$ cat src/rtl/ex_pkg.sv
// ex_pkg: shared ALU opcodes, operand-select encodings and CCR bit indices
package ex_pkg;
  localparam logic [3:0] ALU_PASS_B = 4'h0;
  localparam logic [3:0] ALU_ADD    = 4'h1;
  localparam logic [3:0] ALU_SUB    = 4'h2;
  localparam logic [3:0] ALU_AND    = 4'h3;
  localparam logic [3:0] ALU_OR     = 4'h4;
  localparam logic [3:0] ALU_XOR    = 4'h5;
  localparam logic [3:0] ALU_NOT    = 4'h6;
  localparam logic [3:0] ALU_INC    = 4'h7;
  localparam logic [3:0] ALU_DEC    = 4'h8;
  localparam logic [3:0] ALU_NEG    = 4'h9;
  localparam logic [3:0] ALU_SHL    = 4'hA;
  localparam logic [3:0] ALU_SHR    = 4'hB;
  localparam logic [3:0] ALU_RLC    = 4'hC;
  localparam logic [3:0] ALU_RRC    = 4'hD;
  localparam logic [3:0] ALU_SETC   = 4'hE;
  localparam logic [3:0] ALU_CLRC   = 4'hF;
  localparam logic [1:0] OP2_B    = 2'd0;
  localparam logic [1:0] OP2_IMM  = 2'd1;
  localparam logic [1:0] OP2_PC   = 2'd2;
  localparam logic [1:0] OP2_ZERO = 2'd3;
  localparam logic [1:0] FWD_ID  = 2'd0;
  localparam logic [1:0] FWD_MEM = 2'd1;
  localparam logic [1:0] FWD_WB  = 2'd2;
  localparam int FLAG_Z = 0;
  localparam int FLAG_N = 1;
  localparam int FLAG_C = 2;
  localparam int FLAG_V = 3;
endpackage

$ cat src/rtl/ex_stage_alu8.sv
// alu8: combinational ALU producing result, next flag values and per-flag update enables
module alu8 import ex_pkg::*; #(
  parameter int WIDTH = 8
) (
  input  logic [WIDTH-1:0] a,
  input  logic [WIDTH-1:0] b,
  input  logic [3:0]       alu_sel,
  input  logic             c_in,
  output logic [WIDTH-1:0] result,
  output logic             z,
  output logic             n,
  output logic             c,
  output logic             v,
  output logic             z_en,
  output logic             n_en,
  output logic             c_en,
  output logic             v_en
);
  localparam int M = WIDTH - 1;
  localparam logic [WIDTH:0] ONE = {{WIDTH{1'b0}}, 1'b1};
  logic [WIDTH:0] ext;
  assign z = ~|result;
  assign n = result[M];
  // Arithmetic runs at WIDTH+1 bits so bit WIDTH is carry out or borrow.
  always_comb begin
    ext = '0;
    result = b;
    c = c_in;
    v = 1'b0;
    c_en = 1'b0;
    z_en = 1'b1;
    n_en = 1'b1;
    v_en = 1'b1;
    case (alu_sel)
      ALU_ADD: begin
        ext = {1'b0, a} + {1'b0, b};
        result = ext[M:0];
        c = ext[WIDTH];
        c_en = 1'b1;
        v = (a[M] == b[M]) && (result[M] != a[M]);
      end
      ALU_SUB: begin
        ext = {1'b0, a} - {1'b0, b};
        result = ext[M:0];
        c = ext[WIDTH];
        c_en = 1'b1;
        v = (a[M] != b[M]) && (result[M] != a[M]);
      end
      ALU_AND: result = a & b;
      ALU_OR:  result = a | b;
      ALU_XOR: result = a ^ b;
      ALU_NOT: result = ~a;
      ALU_INC: begin
        ext = {1'b0, a} + ONE;
        result = ext[M:0];
        c = ext[WIDTH];
        c_en = 1'b1;
        v = !a[M] && result[M];
      end
      ALU_DEC: begin
        ext = {1'b0, a} - ONE;
        result = ext[M:0];
        c = ext[WIDTH];
        c_en = 1'b1;
        v = a[M] && !result[M];
      end
      ALU_NEG: begin
        ext = '0 - {1'b0, a};
        result = ext[M:0];
        c = ext[WIDTH];
        c_en = 1'b1;
        v = a[M] && result[M];
      end
      ALU_SHL: begin
        result = {a[M-1:0], 1'b0};
        c = a[M];
        c_en = 1'b1;
      end
      ALU_SHR: begin
        result = {1'b0, a[M:1]};
        c = a[0];
        c_en = 1'b1;
      end
      ALU_RLC: begin
        result = {a[M-1:0], c_in};
        c = a[M];
        c_en = 1'b1;
      end
      ALU_RRC: begin
        result = {c_in, a[M:1]};
        c = a[0];
        c_en = 1'b1;
      end
      ALU_SETC, ALU_CLRC: begin
        c = (alu_sel == ALU_SETC);
        c_en = 1'b1;
        z_en = 1'b0;
        n_en = 1'b0;
        v_en = 1'b0;
      end
      default: result = b;
    endcase
  end
endmodule

$ cat src/rtl/ex_stage.sv
// ex_stage: operand forwarding, ALU, condition-code register and EX/MEM pipeline register
module ex_stage import ex_pkg::*; #(
  parameter int WIDTH = 8
) (
  input  logic             clk,
  input  logic             rst,
  input  logic             wr_en,
  input  logic             flush,
  input  logic             reg_write,
  input  logic             mem_read,
  input  logic             mem_write,
  input  logic             flag_en,
  input  logic [1:0]       dst_reg,
  input  logic [3:0]       alu_sel,
  input  logic [1:0]       op2_sel,
  input  logic [1:0]       wb_sel,
  input  logic [WIDTH-1:0] ra_val,
  input  logic [WIDTH-1:0] rb_val,
  input  logic [WIDTH-1:0] imm,
  input  logic [WIDTH-1:0] pc,
  input  logic [1:0]       fwd_a_sel,
  input  logic [1:0]       fwd_b_sel,
  input  logic [WIDTH-1:0] mem_fwd_val,
  input  logic [WIDTH-1:0] wb_fwd_val,
  input  logic             flags_ld,
  input  logic [3:0]       flags_ld_val,
  output logic             reg_write_out,
  output logic             mem_read_out,
  output logic             mem_write_out,
  output logic [1:0]       dst_reg_out,
  output logic [1:0]       wb_sel_out,
  output logic [WIDTH-1:0] alu_result_out,
  output logic [WIDTH-1:0] store_data_out,
  output logic [WIDTH-1:0] pc_out,
  output logic [3:0]       flags_out
);
  logic [WIDTH-1:0] op_a, fwd_b, op_b, result;
  logic z, n, c, v, z_en, n_en, c_en, v_en;
  logic [3:0] ccr_nxt;
  // Forwarding muxes; encoding 3 falls back to the ID/EX value.
  always_comb begin
    op_a = fwd_a_sel == FWD_MEM ? mem_fwd_val : fwd_a_sel == FWD_WB ? wb_fwd_val : ra_val;
    fwd_b = fwd_b_sel == FWD_MEM ? mem_fwd_val : fwd_b_sel == FWD_WB ? wb_fwd_val : rb_val;
    op_b = op2_sel == OP2_IMM ? imm : op2_sel == OP2_PC ? pc : op2_sel == OP2_ZERO ? '0 : fwd_b;
  end
  alu8 #(.WIDTH(WIDTH)) u_alu (
    .a(op_a), .b(op_b), .alu_sel(alu_sel), .c_in(flags_out[FLAG_C]),
    .result(result), .z(z), .n(n), .c(c), .v(v),
    .z_en(z_en), .n_en(n_en), .c_en(c_en), .v_en(v_en)
  );
  // Merge per-flag updates with the current CCR so untouched flags hold.
  always_comb begin
    ccr_nxt = flags_out;
    ccr_nxt[FLAG_Z] = z_en ? z : flags_out[FLAG_Z];
    ccr_nxt[FLAG_N] = n_en ? n : flags_out[FLAG_N];
    ccr_nxt[FLAG_C] = c_en ? c : flags_out[FLAG_C];
    ccr_nxt[FLAG_V] = v_en ? v : flags_out[FLAG_V];
  end
  // CCR: an explicit load beats stall and flush, so interrupt return always lands.
  always_ff @(posedge clk) begin
    if (rst) flags_out <= '0;
    else if (flags_ld) flags_out <= flags_ld_val;
    else if (!flush && wr_en && flag_en) flags_out <= ccr_nxt;
  end
  // EX/MEM register: flush inserts a bubble even while stalled.
  always_ff @(posedge clk) begin
    if (rst || flush) begin
      reg_write_out <= 1'b0;
      mem_read_out <= 1'b0;
      mem_write_out <= 1'b0;
      dst_reg_out <= '0;
      wb_sel_out <= '0;
      alu_result_out <= '0;
      store_data_out <= '0;
      pc_out <= '0;
    end else if (wr_en) begin
      reg_write_out <= reg_write;
      mem_read_out <= mem_read;
      mem_write_out <= mem_write;
      dst_reg_out <= dst_reg;
      wb_sel_out <= wb_sel;
      alu_result_out <= result;
      store_data_out <= fwd_b;
      pc_out <= pc;
    end
  end
endmodule
$ cat config.mk
export PLATFORM = sky130hd
export DESIGN_NAME = ex_stage
export DESIGN_NICKNAME = d
export VERILOG_FILES = /design/src/rtl/ex_pkg.sv /design/src/rtl/ex_stage_alu8.sv /design/src/rtl/ex_stage.sv
export SDC_FILE = /design/constraint.sdc
export NUM_CORES = 1
export LEC_CHECK = 0
export ABC_AREA = 0
export CAP_MARGIN = 20
export CORE_ASPECT_RATIO = 1.2
export CORE_UTILIZATION = 45
export CTS_CLUSTER_SIZE = 16
export DETAILED_ROUTE_END_ITERATION = 8
export GPL_TIMING_DRIVEN = 0
export PLACE_DENSITY = 0.75
export SKIP_LAST_GASP = 1
export SLEW_MARGIN = 20
export SYNTH_ARGS = -nofsm -noshare
export SYNTH_HDL_FRONTEND = slang
export SYNTH_HIERARCHICAL = 1
export SYNTH_SLANG_ARGS = --single-unit
export TNS_END_PERCENT = 10
$ cat constraint.sdc
create_clock -name clk -period 7.5 [get_ports clk]
set_input_delay 2.25 -clock clk [delete_from_list [all_inputs] [get_ports clk]]
set_output_delay 2.25 -clock clk [all_outputs]
set_load 0.005 [all_outputs]
; ---- Yosys cells after proc, flatten, opt, wreduce, memory -nomap -nowiden
; Cells that the tools add are included.
[word_totals]
ff_bits = 35
inputBits = 75
output_inout_bits = 35
wordCells = 85
[op_classes]
n_addsub = 5
n_eq_ne = 27
n_mux = 17
bitwise_logic = 4
reduce_logical = 22
[ops]
columns = op, n
row1 = case mux 8 bit (13 select lines), 1
row2 = two-way mux 8 bit, 7
row3 = equality test 4 bit (second input constant), 8
row4 = equality test 4 x 3 -> 1 bit (second input constant), 4
row5 = OR reduction 11 bit, 1
row6 = adder 8 x 1 -> 9 bit (second input constant), 1
row7 = adder 8 x 8 -> 9 bit, 1
row8 = nonzero test 9 bit, 1
row9 = subtractor 1 x 8 -> 9 bit (first input constant), 1
row10 = subtractor 8 x 1 -> 9 bit (second input constant), 1
row11 = subtractor 8 x 8 -> 9 bit, 1
row12 = AND 8 bit, 1
row13 = equality test 2 bit (second input constant), 4
row14 = equality test 4 x 2 -> 1 bit (second input constant), 2
row15 = two-way mux 4 bit, 2
row16 = NOT 8 bit, 1
row17 = OR 8 bit, 1
row18 = case mux 1 bit (8 select lines), 1
row19 = OR reduction 8 bit, 1
row20 = XOR 8 bit, 1
row21 = logical AND 1 bit, 7
row22 = equality test 2 x 1 -> 1 bit (second input constant), 3
row23 = OR reduction 2 bit, 3
row24 = two-way mux 1 bit, 5
row25 = other kinds (10), 16

; ---- Longest topological paths before layout
[logic_depth]
word_depth = 13
ltp_mapped = 17
ltp_nobuf = 15

; ---- Cells and area by module
; Netlist, hierarchy kept.
[modules_own_cells]
columns = mod, instances, cells_each, area_per_inst_um2, seq_area_each_um2
row1 = alu8, 1, 325, 2212.1, 0.0
row2 = ex_stage, 1, 218, 1989.4, 700.7

; ---- Least setup slack after synthesis
; OpenSTA, ideal clock, no wires.
[synth_path]
path_kind = input port to flip-flop
from = input port fwd_b_sel[0]
to = register flags_out[0]
setup_time_ns = 0.086
arrival_time_ns = 5.732
required_time_ns = 7.414
slack_ns = 1.683
stages = 14
n_path_buf = 1
path_cell_list = clkbuf_1 mux2_2 o221ai_1 inv_1 ha_1 o21ba_2 or4_1 a211oi_2 a211oi_4 nor3b_1 o32a_1 and4bb_1 mux2i_1 a211oi_1
[synth_via]
elab_chain_cells = 13
elab_cells_between_ends = 18
cone_classes = add/sub: 2 / eq/ne: 2 / mux: 9 / bitwise: 3 / reduce/logical: 2
[synth_rtl]
columns = element, line
row1 = start: declaration, ex_stage.sv:22  ; input logic [1:0] fwd_b_sel,
row2 = equality test 2 bit, ex_stage.sv:43  ; fwd_b = fwd_b_sel == FWD_MEM ? mem_fwd_val : fwd_b_sel == FWD_WB ? wb_fwd_val : rb_val;
row3 = two-way mux 8 bit, ex_stage.sv:43
row4 = two-way mux 8 bit *, ex_stage.sv:43
row5 = two-way mux 8 bit * (3 in a row), ex_stage.sv:44  ; op_b = op2_sel == OP2_IMM ? imm : op2_sel == OP2_PC ? pc : op2_sel == OP2_ZERO ? '0 : fwd_b;
row6 = net op_b[1], ex_stage.sv:37  ; logic [WIDTH-1:0] op_a, fwd_b, op_b, result;
row7 = subtractor 8 x 8 -> 9 bit / adder 8 x 8 -> 9 bit (equally long branches), "ex_stage_alu8.sv:43, ex_stage_alu8.sv:36"
row8 = case mux 8 bit (13 select lines) *, ex_stage_alu8.sv:34  ; case (alu_sel)
row9 = net n, ex_stage.sv:38  ; logic z, n, c, v, z_en, n_en, c_en, v_en;
row10 = OR reduction 8 bit *, ex_stage_alu8.sv:22  ; assign z = ~|result;
row11 = zero test 1 bit *, ex_stage_alu8.sv:22
row12 = net z, ex_stage.sv:38
row13 = two-way mux 1 bit *, ex_stage.sv:54  ; ccr_nxt[FLAG_Z] = z_en ? z : flags_out[FLAG_Z];
row14 = two-way mux 4 bit *, ex_stage.sv:63  ; else if (!flush && wr_en && flag_en) flags_out <= ccr_nxt;
row15 = two-way mux 4 bit *, ex_stage.sv:62  ; else if (flags_ld) flags_out <= flags_ld_val;
row16 = end signal: assignment, ex_stage.sv:62
row17 = end signal: assignment, ex_stage.sv:63
row18 = end: declaration, ex_stage.sv:35  ; output logic [3:0] flags_out
; Mark *: on every way through the listed nets, which the timed path passes. The rest lies on a longest branch. The select of a mux whose other input is x is not followed.
; A chain may end at the register's enable or synchronous reset.

; ---- Final worst setup path
[layout_path]
from = input port fwd_a_sel[1]
to = register flags_out[0]
[layout_via]
elab_chain_cells = 10
elab_cells_between_ends = 19
cone_classes = add/sub: 5 / eq/ne: 2 / mux: 6 / bitwise: 4 / reduce/logical: 2
[layout_rtl]
columns = element, line
row1 = start: declaration, ex_stage.sv:21  ; input logic [1:0] fwd_a_sel,
row2 = equality test 2 bit, ex_stage.sv:42  ; op_a = fwd_a_sel == FWD_MEM ? mem_fwd_val : fwd_a_sel == FWD_WB ? wb_fwd_val : ra_val;
row3 = two-way mux 8 bit, ex_stage.sv:42
row4 = two-way mux 8 bit *, ex_stage.sv:42
row5 = net op_a[1], ex_stage.sv:37
row6 = "subtractor 1 x 8 -> 9 bit, or another cell as far along", ex_stage_alu8.sv:68  ; ext = '0 - {1'b0, a};
row7 = case mux 8 bit (13 select lines) *, ex_stage_alu8.sv:34
row8 = net n, ex_stage.sv:38
row9 = OR reduction 8 bit *, ex_stage_alu8.sv:22
row10 = zero test 1 bit *, ex_stage_alu8.sv:22
row11 = net z, ex_stage.sv:38
row12 = two-way mux 1 bit *, ex_stage.sv:54
row13 = two-way mux 4 bit *, ex_stage.sv:63
row14 = two-way mux 4 bit *, ex_stage.sv:62
; Marked as above.

==> reports/metrics.yaml <==
status:
  status: "complete, no violations"
worst_hold_path:
  hp-class: "flip-flop to flip-flop"
  min_to: "dst_reg_out[0]"
  min_path_cells: 2
  min_from: "dst_reg_out[0]"
sta:
  hold_ws_ns: 0.490
  fmax_ghz: 0.141
  period_needed_ns: 7.09
  slew_headroom: 0.380
  worst_slew_pin_slew_ns: 0.926
  timing_hold_violations_final: 0
  clock_skew_ns: 0.00217
  setup_tns_ns: 0
  maxSlewViolCount: 0
  fin_crit_sh: 0.945
  grt_setup_unrepaired: "no"
  setup_violations: 0
power_and_ir_drop:
  pwr-share-clk: 0.193
  powerDensity_nw_per_um2: 127
  ir_drop_mv: 0.152
  seqPwrFrac: 0.288
  power_switching_uw: 272
  p_int_uw: 421
  combPwrFrac: 0.519
  switching_share: 0.392
  leakage_uw: 0.00219
finish:
  multi_input_comb_area_um2: 3140
  num-fill-cells: 839
  diodes: 0
  final_core_util: 0.605
  area_growth_pct: 30.0
  nets: 758
  drive_gt1_frac: 0.0872
  regArea_um2: 701
floorplanning:
  die_w_um: 90.2
  die_y_um: 108
  io_pins: 110
  num_rows: 38
  die-area_um2: 9730
  start_util: 0.465
  core_um2: 9030
synth:
  synthFlopType: "dfxtp_1"
  synth.distinct_cells: 73
  synth_area_um2: 4200
  synth-edff-count: 0
  ys_top_cells_by_area: "dfxtp_1 17%, mux2i_1 14%, ha_1 8.3%"
  async_reset_ff_frac: 0
  synthesis.nets: 648
  synth-seq-cells: 35
  yosys_warnings: 6
  yosysTopAreaCellShare: 0.167
  synth_top_cell_by_area: "dfxtp_1"
  synth_cells: 543
  avgSynthCellArea_um2: 7.74
  synth-seq-area-share: 0.167
global_route:
  antenna_found_initial: 0
  grt_start_max_net_pins: 11
  grt_pass1_wl_um: 24000
  grt_overflow: 0
  grtUsageTotal: 0.308
  grt_pass1_vias: 4776
worst_setup_path:
  reg2reg_depth: 8
  cp_cell_sequence: "clkdlybuf4s50_1, buf_4, buf_4, a211oi_1, a21oi_1, clkbuf_1, inv_1, ha_1, o21ba_2, or4_1, a211oi_2, a211oi_4, nor3b_1, o32a_1, and4bb_1, mux2i_1, a211oi_1"
  crit_arrival_ns: 7.30
  crit_fanout: 10
  slowest_delay_ns: 0.61
  regToRegStartpoint: "flags_out[2]"
  crit_family: "compound AO/OA/AOI/OAI gates"
  critPathSlowestCell: "clkdlybuf4s50_1"
  rrSetupSlack_ns: 5.40
  startpoint_type: "input port"
  timing.critical_path.buf_inv: 5
  crit_required_ns: 7.72
  r2r_end: "flags_out[0]"
  critPathKind: "input port to flip-flop"
  crit_path_end_kind: "flip-flop"
clocking:
  hold_buffers: 0
  cts_tree: "yes"
  htree_levels: 2
  post_cts_buffers: 0
  clock-sinks: 35
  post_cts_resized: 0
  cts.path.max_buffers: 2
  clkSlewWorstSetupHoldPaths_ns: 0.07
  clk_latency_ns: 0.30
  cts.root.buffer_cell: "clkbuf_8"
  numCtsBuffers: 5
detailed_routing:
  drc: 0
  wl_um: 15000
  wl_per_cell_um: 19.4
  dr.pass1.iters: 5
  via_per_inst: 6.20
  num_vias: 4799
  route.antenna.remaining_nets: 0
  drt_iter0_markers: 340
place:
  gp_congestion: 0.975
  port_buffers: 103
  dpl.hpwl_um: 12000
run:
  drv_cap: 0
==> power groups by stage <==
stage	combinational [uW]	sequential (uW)	clock, uW
finish	359	200	134
global route	386	200	143
CTS	352	199	136
detailed placement	350	204	0
global placement	346	203	0
floorplan	225	203	0
==> cell usage in the layout, fill, tap and decap left out, types with 8 or more instances in the layout <==
cell type        count
nand2b_1            10
mux2i_1             57
dfxtp_1             35
inv_1               22
a21oi_1             31
buf_4               10
a31oi_1             13
clkbuf_1            20
mux2_2               8
nand2_1             37
o22ai_1             18
a211oi_1            14
o21ai_0             15
nor2b_1             16
o221ai_1            11
ha_1                28
nand3_1              8
buf_2               14
nor2_1              57
clkdlybuf4s50_1    103
nor3_1               9
==> flip-flops by register name (all words and copies together), names as in the netlist, 2 cells and up <==
| name | cells |
|---|---|
| store_data_out | 8 |
| flags_out | 4 |
| dst_reg_out | 2 |
| pc_out | 8 |
| alu_result_out | 8 |
| wb_sel_out | 2 |
==> layer usage <==
metal	part of all wire	vias to the layer above	global-route usage	routed length [um]
li1	-	2225	-	-
met5	0	-	0	0
met1	0.40	2257	0.360	5940
met3	0.080	58	0.0452	1200
met2	0.47	259	0.530	7120
met4	0.051	0	0.189	762
==> tightest hold or removal path, delay by kind of cell, from the launching register on <==
kind / cells / cell delay [ns]
simple gates: 1 / 0.07
mux: 1 / 0.06
flops: 1 / 0.33
==> Yosys cell counts (14+ instances only) <==
| master | count |
|---|---|
| dfxtp_1 | 35 |
| inv_1 | 22 |
| nor2b_1 | 16 |
| o22ai_1 | 18 |
| nor2_1 | 57 |
| ha_1 | 28 |
| o21ai_0 | 15 |
| nand2_1 | 37 |
| mux2i_1 | 57 |
| clkbuf_1 | 18 |
| a211oi_1 | 14 |
| a21oi_1 | 31 |
| buf_2 | 14 |
==> final cells by class <==
class,count,share of cell area
tap,120,0.0275
sequential,35,0.128
buffer,49,0.0495
timing repair buffer,103,0.189
clock inverter,1,0.000916
inverter,25,0.0172
clock buffer,7,0.0140
multi-input combinational,434,0.574
==> kinds of logic (layout without fill, tap and decap cells) <==
family          Yosys count  count (layout)  share of synthesized area
compound gates          158             158                      0.270
xor+xnor                  9               9                     0.0188
fa+ha+maj                30              30                     0.0929
buf+inv                  74             185                     0.0867
flops                    35              35                      0.167
mux                      65              65                      0.157
simple gates            172             172                      0.208
==> through the flow <==
| step | instance area (um^2) | instances | power [uW] | setup WS (ns) |
|---|---|---|---|---|
| finish | 5460 | 774 | 693 | 0.415 |
| global route | 5460 | 774 | 730 | 0.260 |
| CTS | 5460 | 774 | 688 | 0.539 |
| detailed placement | 5380 | 766 | 554 | 0.227 |
| global placement | 5380 | 766 | 549 | 0.290 |
| floorplan | 4200 | 543 | 428 | 1.68 |
==> worst max-delay path by stage <==
| stage | startpoint | end | slack [ns] | depth (start not counted) |
|---|---|---|---|---|
| 6_report | fwd_a_sel[1] | flags_out[0] | 0.41 | 17 |
| 5_1_grt | fwd_a_sel[1] | flags_out[0] | 0.26 | 17 |
| 4_1_cts | fwd_a_sel[1] | flags_out[0] | 0.54 | 17 |
| 3_5_place_dp | fwd_a_sel[1] | flags_out[0] | 0.23 | 17 |
| 3_3_place_gp | fwd_a_sel[1] | flags_out[0] | 0.29 | 17 |
| 2_1_floorplan | fwd_b_sel[0] | flags_out[0] | 1.68 | 14 |
Power figures use the tool's default switching activity.
==> patch (same settings) <==
`WIDTH` is set to 8 in 2 places; all go to 10.
--- a/src/rtl/ex_stage_alu8.sv
+++ b/src/rtl/ex_stage_alu8.sv
@@ -1,5 +1,5 @@
 // alu8: combinational ALU producing result, next flag values and per-flag update enables
 module alu8 import ex_pkg::*; #(
-  parameter int WIDTH = 8
+  parameter int WIDTH = 10
 ) (
   input  logic [WIDTH-1:0] a,
--- a/src/rtl/ex_stage.sv
+++ b/src/rtl/ex_stage.sv
@@ -1,5 +1,5 @@
 // ex_stage: operand forwarding, ALU, condition-code register and EX/MEM pipeline register
 module ex_stage import ex_pkg::*; #(
-  parameter int WIDTH = 8
+  parameter int WIDTH = 10
 ) (
   input  logic             clk,
Interface: changed (9 resized); port bits go from 110 to 128. No check against the original RTL was run, so the function may have changed too.
==> patch against the original RTL <==
- setup slack lost 0.14 ns
- utilization grew 0.061 points
- routed wire length grew 39%
- sequential cell count grew 6
- total power grew 33%
- register-to-register slack lost 0.10 ns
- highest routed layer unchanged
- largest power group unchanged
- die area grew 23%
- synthesized area grew 23%
- design area grew 23%
==> patch: results (changes against the original RTL) <==
metric;value;unit;change
largest net degree at the start of global routing;14;;+3
Worst-Margin Slew;1.06;ns;+0.136 ns
drt first pass iters;8;;+3
Tot GR Track Use;35.3;%;+4.5 points
number of library cell types mapped by synthesis;76;;+4.1%
first-pass GRT wire length;32.8;mm;+37%
DR vias;5934;;+24%
top flop regs;alu_result_out x10, pc_out x10, store_data_out x10;;
Worst-path clk slew;0.07;ns;about the same
yosys synthesis warning count;6;;unchanged
root buf cell;clkbuf_16;;
Worst EP arrival;7.42;ns;+0.12 ns
Seq/Total Area, Yosys;15.8;%;-0.85 points
Reg2Reg Setup Slack;5.30;ns;-0.10 ns
port bufs;120;;+17%
vias in the first global route;6068;;+27%
CP delay by family, top;compound AO/OA/AOI/OAI gates;;
Leak;2.75;nW;+26%
largest cells by area after synthesis;dfxtp_1 (16%), mux2i_1 (13%), ha_1 (8.2%);;
largest stage delay on the critical path;0.72;ns;+0.11 ns
Setup Fix Bufs, Post-CTS;0;;unchanged
htree depth;2;;unchanged
outcome;complete, no violations;;
DP HPWL;16.8;mm;+40%
largest vdd supply drop;0.198;mV;+30%
worst min path class;reg2reg;;
EDFF count, synth;0;;unchanged
Clock Skew;0.00220;ns;+0.0000315 ns
CTS buffer count;5;;unchanged
fraction of layout cells with a size suffix above 1;9.27;%;+0.56 points
DR iter-0 viols;485;;+43%
fin nets;931;;+23%
Async SR Flop Fraction;0;%;unchanged
drt wl/cell;21.7;um;+12%
CP max-delay cell;a21oi_1;;
clk_lat worst skew;0.29;ns;
initial antenna violation count;0;;unchanged
Ant. Diodes;0;;unchanged
placed cell area;6580;um^2;+22%
top post-synthesis cells by count;mux2i_1 (68), nor2_1 (61), nand2_1 (49);;
final worst slack;0.276;ns;-0.139 ns
WHS;0.489;ns;-0.00169 ns
Routability Congestion;0.991;;+1.7%
Synthesized Nets;803;;+24%
clock buffer depth;2;;unchanged
Post-Place Setup Slack;0.122;ns;-0.105 ns
Crit Path Max Fanout;10;;unchanged
-- patch: worst paths after layout --
check | from | end | cells after the start
worst max register to register | flags_out[2] | flags_out[0] | 9
worst max-delay path | fwd_a_sel[1] | flags_out[0] | 17
worst min register to register | store_data_out[8] | store_data_out[8] | 2
worst min-delay path | store_data_out[8] | store_data_out[8] | 2
-- patch: area by class of cell --
class                   instances  area, um^2
multi-input cells             549        3940
repair buffers                121        1210
inverters                      34         128
well taps                     154         193
clock buffers                   6         139
flip-flops and latches         41         821
clock inverters                 2        13.8
plain buffers                  56         305
fillers                      1043        4400
-- patch: tightest hold or removal path, stage by stage, from the launching register on --
cell	delay, ns
dfxtp_1	0.31
nand2b_1	0.07
o22ai_1	0.07
-- patch: cell families after synthesis --
logic type | count (synthesis) | share of synthesized area [%]
DFF | 41 | 15.8
and+or+nand+nor | 216 | 21.6
muxes | 79 | 15.5
adders and majority gates | 37 | 9.17
AOI/OAI and AO/OA | 203 | 27.0
xor gates and xnor gates | 14 | 2.51
buffers and inverters | 90 | 8.35
-- patch: layer usage --
layer	share of wire, %	vias up	global-route usage (%)
met5	0	-	0
met4	4.9	0	18.2
met3	7.3	63	6.12
met2	50	294	63.7
met1	38	2813	39.2
li1	-	2764	-
-- patch: repair_timing --
item,4_1_cts,5_1_grt
hold buffers,0,0
gates resized for setup,0,2
endpoints found under the setup margin,0,1
-- patch: stage by stage --
step / TNS (ns) / cells
floorplan: 0 / 680
global placement: -0.212 / 954
detailed placement: 0 / 954
CTS: 0 / 962
global route: 0 / 963
finish: 0 / 963
-- patch: where the power goes --
part	leakage [nW]	internal (mW)	switching [mW]	total (mW)
Clock	0.0768	0.132	0.0917	0.224
Sequential	0.335	0.228	0.00572	0.233
Combinational	2.34	0.201	0.261	0.462
Total	2.75	0.561	0.358	0.919
